<file path="src/rtl/arm7tdmi_pkg.sv">
// Shared definitions for the ARM7TDMI cache/MMU performance-monitor controller:
// register word addresses, register bit positions and the capture FSM state type.
package arm7tdmi_pkg;

  localparam int PERF_CTRL_A      = 'h00;
  localparam int PERF_CMD_A       = 'h01;
  localparam int PERF_STATUS_A    = 'h02;
  localparam int PERF_SEQ_A       = 'h03;
  localparam int PERF_AUTO_A      = 'h04;
  localparam int PERF_SNAP_BASE_A = 'h10;

  localparam int CTRL_EN_B       = 0;
  localparam int CTRL_IRQ_EN_B   = 1;
  localparam int CTRL_PERIOD_LSB = 4;
  localparam logic [7:0] CTRL_MASK = 8'hF3;

  localparam int CMD_RST_B  = 0;
  localparam int CMD_SNAP_B = 1;

  localparam int STAT_BUSY_B  = 0;
  localparam int STAT_VALID_B = 1;
  localparam int STAT_OVF_B   = 2;
  localparam int STAT_DROP_B  = 3;

  typedef enum logic [1:0] {
    IDLE    = 2'd0,
    CAPTURE = 2'd1,
    DONE    = 2'd2
  } perf_ctrl_state_t;

endpackage

</file>
<file path="src/rtl/arm7tdmi_perf_snap_buffer.sv">
// Snapshot register file: one write port driven by the capture FSM, one
// combinational read port for register decode. Out-of-range reads return 0.
module arm7tdmi_perf_snap_buffer #(
  parameter int NUM_CNT = 17,
  parameter int SEL_W   = $clog2(NUM_CNT)
) (
  input  logic             clk_i,
  input  logic             rst_ni,
  input  logic             we_i,
  input  logic [SEL_W-1:0] waddr_i,
  input  logic [31:0]      wdata_i,
  input  logic [SEL_W-1:0] raddr_i,
  output logic [31:0]      rdata_o
);

  logic [31:0] mem_q [NUM_CNT];

  always_ff @(posedge clk_i or negedge rst_ni) begin
    if (!rst_ni) begin
      for (int i = 0; i < NUM_CNT; i++) mem_q[i] <= '0;
    end else if (we_i && (int'(waddr_i) < NUM_CNT)) begin
      mem_q[waddr_i] <= wdata_i;
    end
  end

  assign rdata_o = (int'(raddr_i) < NUM_CNT) ? mem_q[raddr_i] : '0;

endmodule

</file>
<file path="src/rtl/arm7tdmi_perf_ctrl.sv">
// Register-mapped controller for the cache/MMU performance monitor: config,
// atomic counter snapshot via external select mux, sticky overflow interrupt.
// Optional periodic auto-snapshot timer: define ARM7TDMI_PERF_AUTO_SNAPSHOT_EN.
module arm7tdmi_perf_ctrl
  import arm7tdmi_pkg::*;
#(
  parameter int NUM_CNT = 17,
  parameter int ADDR_W  = 6,
  parameter int SEL_W   = $clog2(NUM_CNT)
) (
  input  logic              clk,
  input  logic              rst_n,
  input  logic              cpu_req,
  input  logic              cpu_we,
  input  logic [ADDR_W-1:0] cpu_addr,
  input  logic [31:0]       cpu_wdata,
  output logic [31:0]       cpu_rdata,
  output logic              cpu_ack,
  output logic              perf_enable,
  output logic              perf_reset,
  output logic [3:0]        perf_sample_period,
  output logic [SEL_W-1:0]  cnt_sel,
  input  logic [31:0]       cnt_data,
  input  logic              counters_overflow,
  output logic              irq
);

  // Bus handshake: a request is taken when cpu_req=1 and cpu_ack=0; the ack
  // follows one cycle later with registered read data, and writes land on
  // that same edge so they are visible during the ack cycle.
  perf_ctrl_state_t state_q, state_d;

  logic              ack_q;
  logic [31:0]       rdata_q;
  logic [7:0]        ctrl_q;
  logic              rst_pend_q, perf_reset_q;
  logic              snap_combo_q, snap_combo2_q;
  logic              ovf_prev_q, ovf_sticky_q, ovf_sticky_d;
  logic              drop_q, drop_d;
  logic              snap_valid_q;
  logic [31:0]       seq_q;
  logic [SEL_W-1:0]  sel_q;
  logic              busy, capturing;
  logic              sample, wr;
  logic              wr_ctrl, wr_cmd, wr_status;
  logic              snap_req, snap_drop, abort, ovf_rise;
  logic              in_snap;
  logic [SEL_W-1:0]  snap_ridx;
  logic [31:0]       buf_rdata, rd_val, auto_rd;
  logic              auto_fire;
  logic              unused_wdata;
  int                addr_int;

  assign addr_int  = int'(cpu_addr);
  assign sample    = cpu_req & ~ack_q;
  assign wr        = sample & cpu_we;
  assign wr_ctrl   = wr && (addr_int == PERF_CTRL_A);
  assign wr_cmd    = wr && (addr_int == PERF_CMD_A);
  assign wr_status = wr && (addr_int == PERF_STATUS_A);
  assign unused_wdata = ^cpu_wdata;

  // Reset+snapshot together defers the capture two edges so every word is post-reset.
  assign abort     = wr_cmd & cpu_wdata[CMD_RST_B] & busy;
  assign snap_req  = (wr_cmd & cpu_wdata[CMD_SNAP_B] & ~cpu_wdata[CMD_RST_B])
                   | snap_combo2_q | auto_fire;
  assign snap_drop = snap_req & busy;
  assign ovf_rise  = counters_overflow & ~ovf_prev_q;

  always_comb begin
    ovf_sticky_d = ovf_sticky_q;
    if (ovf_rise) ovf_sticky_d = 1'b1;
    else if (wr_status && cpu_wdata[STAT_OVF_B]) ovf_sticky_d = 1'b0;
  end

  always_comb begin
    drop_d = drop_q;
    if (snap_drop) drop_d = 1'b1;
    else if (wr_status && cpu_wdata[STAT_DROP_B]) drop_d = 1'b0;
  end

  always_ff @(posedge clk or negedge rst_n) begin
    if (!rst_n) begin
      ack_q         <= 1'b0;
      rdata_q       <= '0;
      ctrl_q        <= '0;
      rst_pend_q    <= 1'b0;
      perf_reset_q  <= 1'b0;
      snap_combo_q  <= 1'b0;
      snap_combo2_q <= 1'b0;
      ovf_prev_q    <= 1'b0;
      ovf_sticky_q  <= 1'b0;
      drop_q        <= 1'b0;
    end else begin
      ack_q         <= sample;
      rdata_q       <= (sample && !cpu_we) ? rd_val : '0;
      if (wr_ctrl) ctrl_q <= cpu_wdata[7:0] & CTRL_MASK;
      rst_pend_q    <= wr_cmd & cpu_wdata[CMD_RST_B];
      perf_reset_q  <= rst_pend_q;
      snap_combo_q  <= wr_cmd & cpu_wdata[CMD_RST_B] & cpu_wdata[CMD_SNAP_B];
      snap_combo2_q <= snap_combo_q;
      ovf_prev_q    <= counters_overflow;
      ovf_sticky_q  <= ovf_sticky_d;
      drop_q        <= drop_d;
    end
  end

  // Capture FSM: state register
  always_ff @(posedge clk or negedge rst_n) begin
    if (!rst_n) state_q <= IDLE;
    else        state_q <= state_d;
  end

  // Capture FSM: next state
  always_comb begin
    state_d = state_q;
    case (state_q)
      IDLE:    if (snap_req) state_d = CAPTURE;
      CAPTURE: begin
        if (abort) state_d = IDLE;
        else if (sel_q == SEL_W'(NUM_CNT - 1)) state_d = DONE;
      end
      DONE:    state_d = IDLE;
      default: state_d = IDLE;
    endcase
  end

  // Capture FSM: outputs
  always_comb begin
    busy        = (state_q != IDLE);
    capturing   = (state_q == CAPTURE);
    cnt_sel     = capturing ? sel_q : '0;
    perf_enable = ctrl_q[CTRL_EN_B] & ~capturing;
  end

  always_ff @(posedge clk or negedge rst_n) begin
    if (!rst_n) begin
      sel_q        <= '0;
      snap_valid_q <= 1'b0;
      seq_q        <= '0;
    end else begin
      sel_q <= (capturing && state_d == CAPTURE) ? sel_q + SEL_W'(1) : '0;
      if (state_q == IDLE && state_d == CAPTURE) snap_valid_q <= 1'b0;
      else if (state_q == DONE && !abort) snap_valid_q <= 1'b1;
      if (state_q == DONE && !abort) seq_q <= seq_q + 32'd1;
    end
  end

`ifdef ARM7TDMI_PERF_AUTO_SNAPSHOT_EN
  logic [31:0] auto_period_q, auto_cnt_q;
  logic        wr_auto, auto_run;

  assign wr_auto   = wr && (addr_int == PERF_AUTO_A);
  assign auto_run  = (auto_period_q != '0) && ctrl_q[CTRL_EN_B];
  assign auto_fire = auto_run && !wr_auto && (auto_cnt_q == auto_period_q - 32'd1);
  assign auto_rd   = auto_period_q;

  always_ff @(posedge clk or negedge rst_n) begin
    if (!rst_n) begin
      auto_period_q <= '0;
      auto_cnt_q    <= '0;
    end else if (wr_auto) begin
      auto_period_q <= cpu_wdata;
      auto_cnt_q    <= '0;
    end else if (!auto_run || auto_fire) begin
      auto_cnt_q    <= '0;
    end else begin
      auto_cnt_q    <= auto_cnt_q + 32'd1;
    end
  end
`else
  assign auto_fire = 1'b0;
  assign auto_rd   = '0;
`endif

  assign in_snap   = (addr_int >= PERF_SNAP_BASE_A) && (addr_int < PERF_SNAP_BASE_A + NUM_CNT);
  assign snap_ridx = SEL_W'(addr_int - PERF_SNAP_BASE_A);

  always_comb begin
    rd_val = '0;
    if (addr_int == PERF_CTRL_A)        rd_val = {24'd0, ctrl_q};
    else if (addr_int == PERF_STATUS_A) rd_val = {28'd0, drop_q, ovf_sticky_q, snap_valid_q, busy};
    else if (addr_int == PERF_SEQ_A)    rd_val = seq_q;
    else if (addr_int == PERF_AUTO_A)   rd_val = auto_rd;
    else if (in_snap)                   rd_val = buf_rdata;
  end

  arm7tdmi_perf_snap_buffer #(
    .NUM_CNT (NUM_CNT),
    .SEL_W   (SEL_W)
  ) u_snap_buffer (
    .clk_i   (clk),
    .rst_ni  (rst_n),
    .we_i    (capturing),
    .waddr_i (sel_q),
    .wdata_i (cnt_data),
    .raddr_i (snap_ridx),
    .rdata_o (buf_rdata)
  );

  assign cpu_ack            = ack_q;
  assign cpu_rdata          = rdata_q;
  assign perf_reset         = perf_reset_q;
  assign perf_sample_period = ctrl_q[CTRL_PERIOD_LSB +: 4];
  assign irq                = ovf_sticky_q & ctrl_q[CTRL_IRQ_EN_B];

endmodule

</file>
<file path="config.mk">
export PLATFORM = sky130hd
export DESIGN_NAME = arm7tdmi_perf_ctrl
export DESIGN_NICKNAME = d
export VERILOG_FILES = /design/src/rtl/arm7tdmi_pkg.sv /design/src/rtl/arm7tdmi_perf_snap_buffer.sv /design/src/rtl/arm7tdmi_perf_ctrl.sv
export SDC_FILE = /design/constraint.sdc
export NUM_CORES = 1
export LEC_CHECK = 0
export CAP_MARGIN = 20
export CORE_MARGIN = 2
export CORE_UTILIZATION = 45
export DETAILED_ROUTE_END_ITERATION = 6
export PLACE_DENSITY_LB_ADDON = 0.08
export SYNTH_ARGS = -nofsm -noshare
export SYNTH_HDL_FRONTEND = slang
export SYNTH_SLANG_ARGS = --single-unit
</file>
<file path="constraint.sdc">
create_clock -name clk -period 3.15 [get_ports clk]
set_input_delay 0.63 -clock clk [delete_from_list [all_inputs] [get_ports clk]]
set_output_delay 0.63 -clock clk [all_outputs]
set_load 0.03 [all_outputs]
</file>
==> flow_summary.yaml <==
detailed_routing:
  routed_wl_um: 70700
  drtPass1Iterations: 5
  vias: 16004
  route.antenna.remaining_nets: 0
  routedWlPerCell_um: 24.9
  route.detailed.vias_per_inst: 5.65
  drc_errors: 0
  drt_first_iter_violations: 901
critical_path:
  path_depth: 3
  worstSetupPathType: "flip-flop to primary output"
  r2r_end: "u_snap_buffer.mem_q[272]$_DFFE_PN0P_"
  crit_path_end_kind: "primary output"
  worst_setup_path_start_kind: "flip-flop"
  rr_startpoint: "state_q[1]$_DFF_PN0_"
  cp-endpoint: "perf_enable"
  crit_path_cell_trace: "nand2b_1, and2_1, clkdlybuf4s50_1"
  worstRegToRegCells: 5
  top_family_by_delay_on_critical_path: "buffers and inverters"
  critical_path_required_ns: 2.52
  critPathMaxStageDelay_ns: 0.68
  reg2reg_setup_slack_ns: 0.76
  cpMaxStageDelayCell: "clkdlybuf4s50_1"
  critical_path_peak_fanout: 9
  arrival_ns: 2.35
  critPathLaunch: "state_q[1]$_DFF_PN0_"
  timing.critical_path.buf_inv: 1
floorplan:
  die_area_sq_um: 64400
  coreArea_sq_um: 61700
  rows: 91
  initial_core_util_pct: 45.5
  floorplan.die.height_um: 254
  die_w_um: 254
  floorplan.io_pins: 120
timing:
  final_total_negative_setup_slack_ns: 0
  rsz0062_at_grt: "false"
  finalClockSkew_ns: 0.0148
  setup_viol_count_final: 0
  period_minus_slack_ns: 2.98
  timing.final.crit_share_pct: 94.6
  final-max-slew-violation-count: 0
  transition_time_of_the_tightest_slew_check_pin_ns: 0.759
  clock.fmax_mhz: 336
  slew_headroom_pct: 49.2
  whs_ns: 0.347
  hold_viol: 0
synthesis:
  combinational_family_with_the_most_area_after_synthesis: "multiplexers"
  synth.avg_cell_area_sq_um: 15.1
  async_reset_ff_share_pct: 100
  synthesized_flop_and_latch_total: 630
  synth-edff-count: 0
  synth_cell_types: 55
  post_synth_and_or_nand_nor_area_fraction_pct: 3.31
  yosys_warnings: 0
  yosys.area_share.adder_pct: 0.223
  synth-compound-area-share_pct: 3.51
  synth_area_sq_um: 28100
  synth.yosys.seq_area_share_pct: 56.2
  synth_xor_xnor_area_share_pct: 1.06
  synthMuxAreaShare_pct: 33.2
  syn_inst: 1853
  synth_flop_cell: "dfrtp_1"
  postSynthNetCount: 1933
final_layout:
  finalCoreUtilization_pct: 52.7
  num_antenna_cells: 0
  layout.nets: 2028
  layout-drive-gt1-share_pct: 43.1
  syn2layout_area_growth_pct: 15.9
  final-instance-count-excl-fill: 2835
grt:
  grt_pass1_vias: 17033
  track_usage_pct: 22.6
  grt_overflow: 0
  grt_first_pass_wirelength_um: 108000
  grt_max_degree: 112
  number_of_antenna_violations_at_the_first_check_in_global_routing: 2
placement:
  place_inst: 2711
  io_buffer_count: 95
  dp.final_hpwl_um: 42800
  place.gp.congestion: 0.778
clock_network:
  clock_latency_ns: 0.60
  postCtsSetupRepairBufs: 0
  clock_path_buffers: 3
  cts_inserted_buffers: 71
  cts_max_level: 3
  cts_tree: "done"
  clock_sink_count: 630
  clock-root-buffer: "clkbuf_16"
  reg_clk_slew_reported_paths_ns: 0.06
hold_path:
  min_path_type: "flip-flop to flip-flop"
pwr:
  total_power_mw: 18.5
  max-vdd-ir-drop_mv: 0.369
  power-per-cell-area_nw_per_um2: 568
  power.static_leakage_nw: 14.0
run:
  maxCapViolCount: 0
run_status:
  status: "finished clean"
-- cell usage after synthesis, drive strengths merged (2+ instances only) --
library cell / n / share of area (%)
or3b: 3 / 0.094
a32o: 2 / 0.071
and3: 7 / 0.16
nor4: 3 / 0.16
nand2b: 6 / 0.13
nand3: 12 / 0.21
xnor2: 20 / 0.62
nand4: 11 / 0.30
or2: 3 / 0.067
clkbuf: 58 / 0.78
and4: 5 / 0.16
a31oi: 2 / 0.045
nor2b: 6 / 0.13
o21ai: 32 / 0.57
nor3b: 2 / 0.053
and2: 11 / 0.25
a22o: 52 / 1.6
mux4: 116 / 9.3
a221oi: 4 / 0.12
nor3: 14 / 0.29
a22oi: 13 / 0.35
nor2: 45 / 0.60
mux2: 550 / 22
a21oi: 11 / 0.20
a41oi: 2 / 0.13
ha: 5 / 0.22
mux2i: 52 / 1.9
inv: 11 / 0.15
buf: 89 / 1.6
a211oi: 5 / 0.13
nand2: 45 / 0.60
dfrtp: 630 / 56
xor2: 14 / 0.44
o22a: 3 / 0.094
-- registers in the layout, summed over array words and instances (netlist names), 2 cells and up --
register,cells
cpu_rdata,32
ctrl_q,6
sel_q,5
seq_q,32
state_q,2
u_snap_buffer.mem_q,544
-- layout make-up --
cell class / count / area (sq um)
fillers: 5221 / 29200
flip-flops and latches: 630 / 15800
multi-input cells: 1065 / 11700
clock buffers: 105 / 2090
repair buffers: 169 / 1770
well taps: 837 / 1050
clock inverters: 18 / 158
inverters: 11 / 41.3
-- logic make-up (layout without fill, tap and decap cells) --
group / after synthesis / count (layout)
AO/OA/AOI/OAI: 132 / 132
buffers and inverters: 158 / 303
adder cells (fa/ha/maj): 5 / 5
flip-flops: 630 / 630
XOR/XNOR: 34 / 34
AND/OR/NAND/NOR: 176 / 176
multiplexers: 718 / 718
-- stage by stage --
stage	setup slack [ns]	area, sq um
after floorplan	0.934	28100
after global placement	0.136	30300
after detailed placement	0.151	30300
after CTS	0.139	32500
after global routing	0.0708	32500
final	0.171	32500
-- routing by layer --
metal / GRT usage [%] / vias to the layer above / share of wire (%)
met2: 37.4 / 252 / 49
met5: 0 / - / 0.034
met3: 3.64 / 94 / 3.5
met4: 5.23 / 4 / 1.9
met1: 31.6 / 8609 / 45
li1: - / 7045 / -
-- cell usage in the layout, fill, tap and decap left out, drive strengths merged, types with 12 or more instances in the layout --
cell type and n:
a22oi 13, clkbuf 105, nor3 14, o21ai 32
mux2 550, dfrtp 630, a22o 52, nor2 45
xor2 14, mux4 116, clkdlybuf4s50 92, nand3 12
xnor2 20, buf 76, inv 15, mux2i 52
nand2 45
-- power by group --
group	internal, mW	switching (mW)
sequential	8.59	0.241
combinational	0.855	0.723
clock	4.74	3.31
-- repair_timing --
action	in CTS	in global routing
endpoints found under the hold margin	25	0
resized for setup	0	0
hold buffers	1	0
-- worst min path at each step --
stage | startpoint | cells past startpoint | slack, ns | end
2_1_floorplan | rst_n | 0 | 0.33 | cpu_ack$_DFF_PN0_
3_3_place_gp | snap_combo_q$_DFF_PN0_ | 0 | 0.34 | snap_combo2_q$_DFF_PN0_
3_5_place_dp | rst_pend_q$_DFF_PN0_ | 0 | 0.33 | perf_reset$_DFF_PN0_
4_1_cts | rst_pend_q$_DFF_PN0_ | 0 | 0.35 | perf_reset$_DFF_PN0_
5_1_grt | rst_pend_q$_DFF_PN0_ | 0 | 0.35 | perf_reset$_DFF_PN0_
6_report | rst_pend_q$_DFF_PN0_ | 0 | 0.35 | perf_reset$_DFF_PN0_
Power figures use the tool's default switching activity.
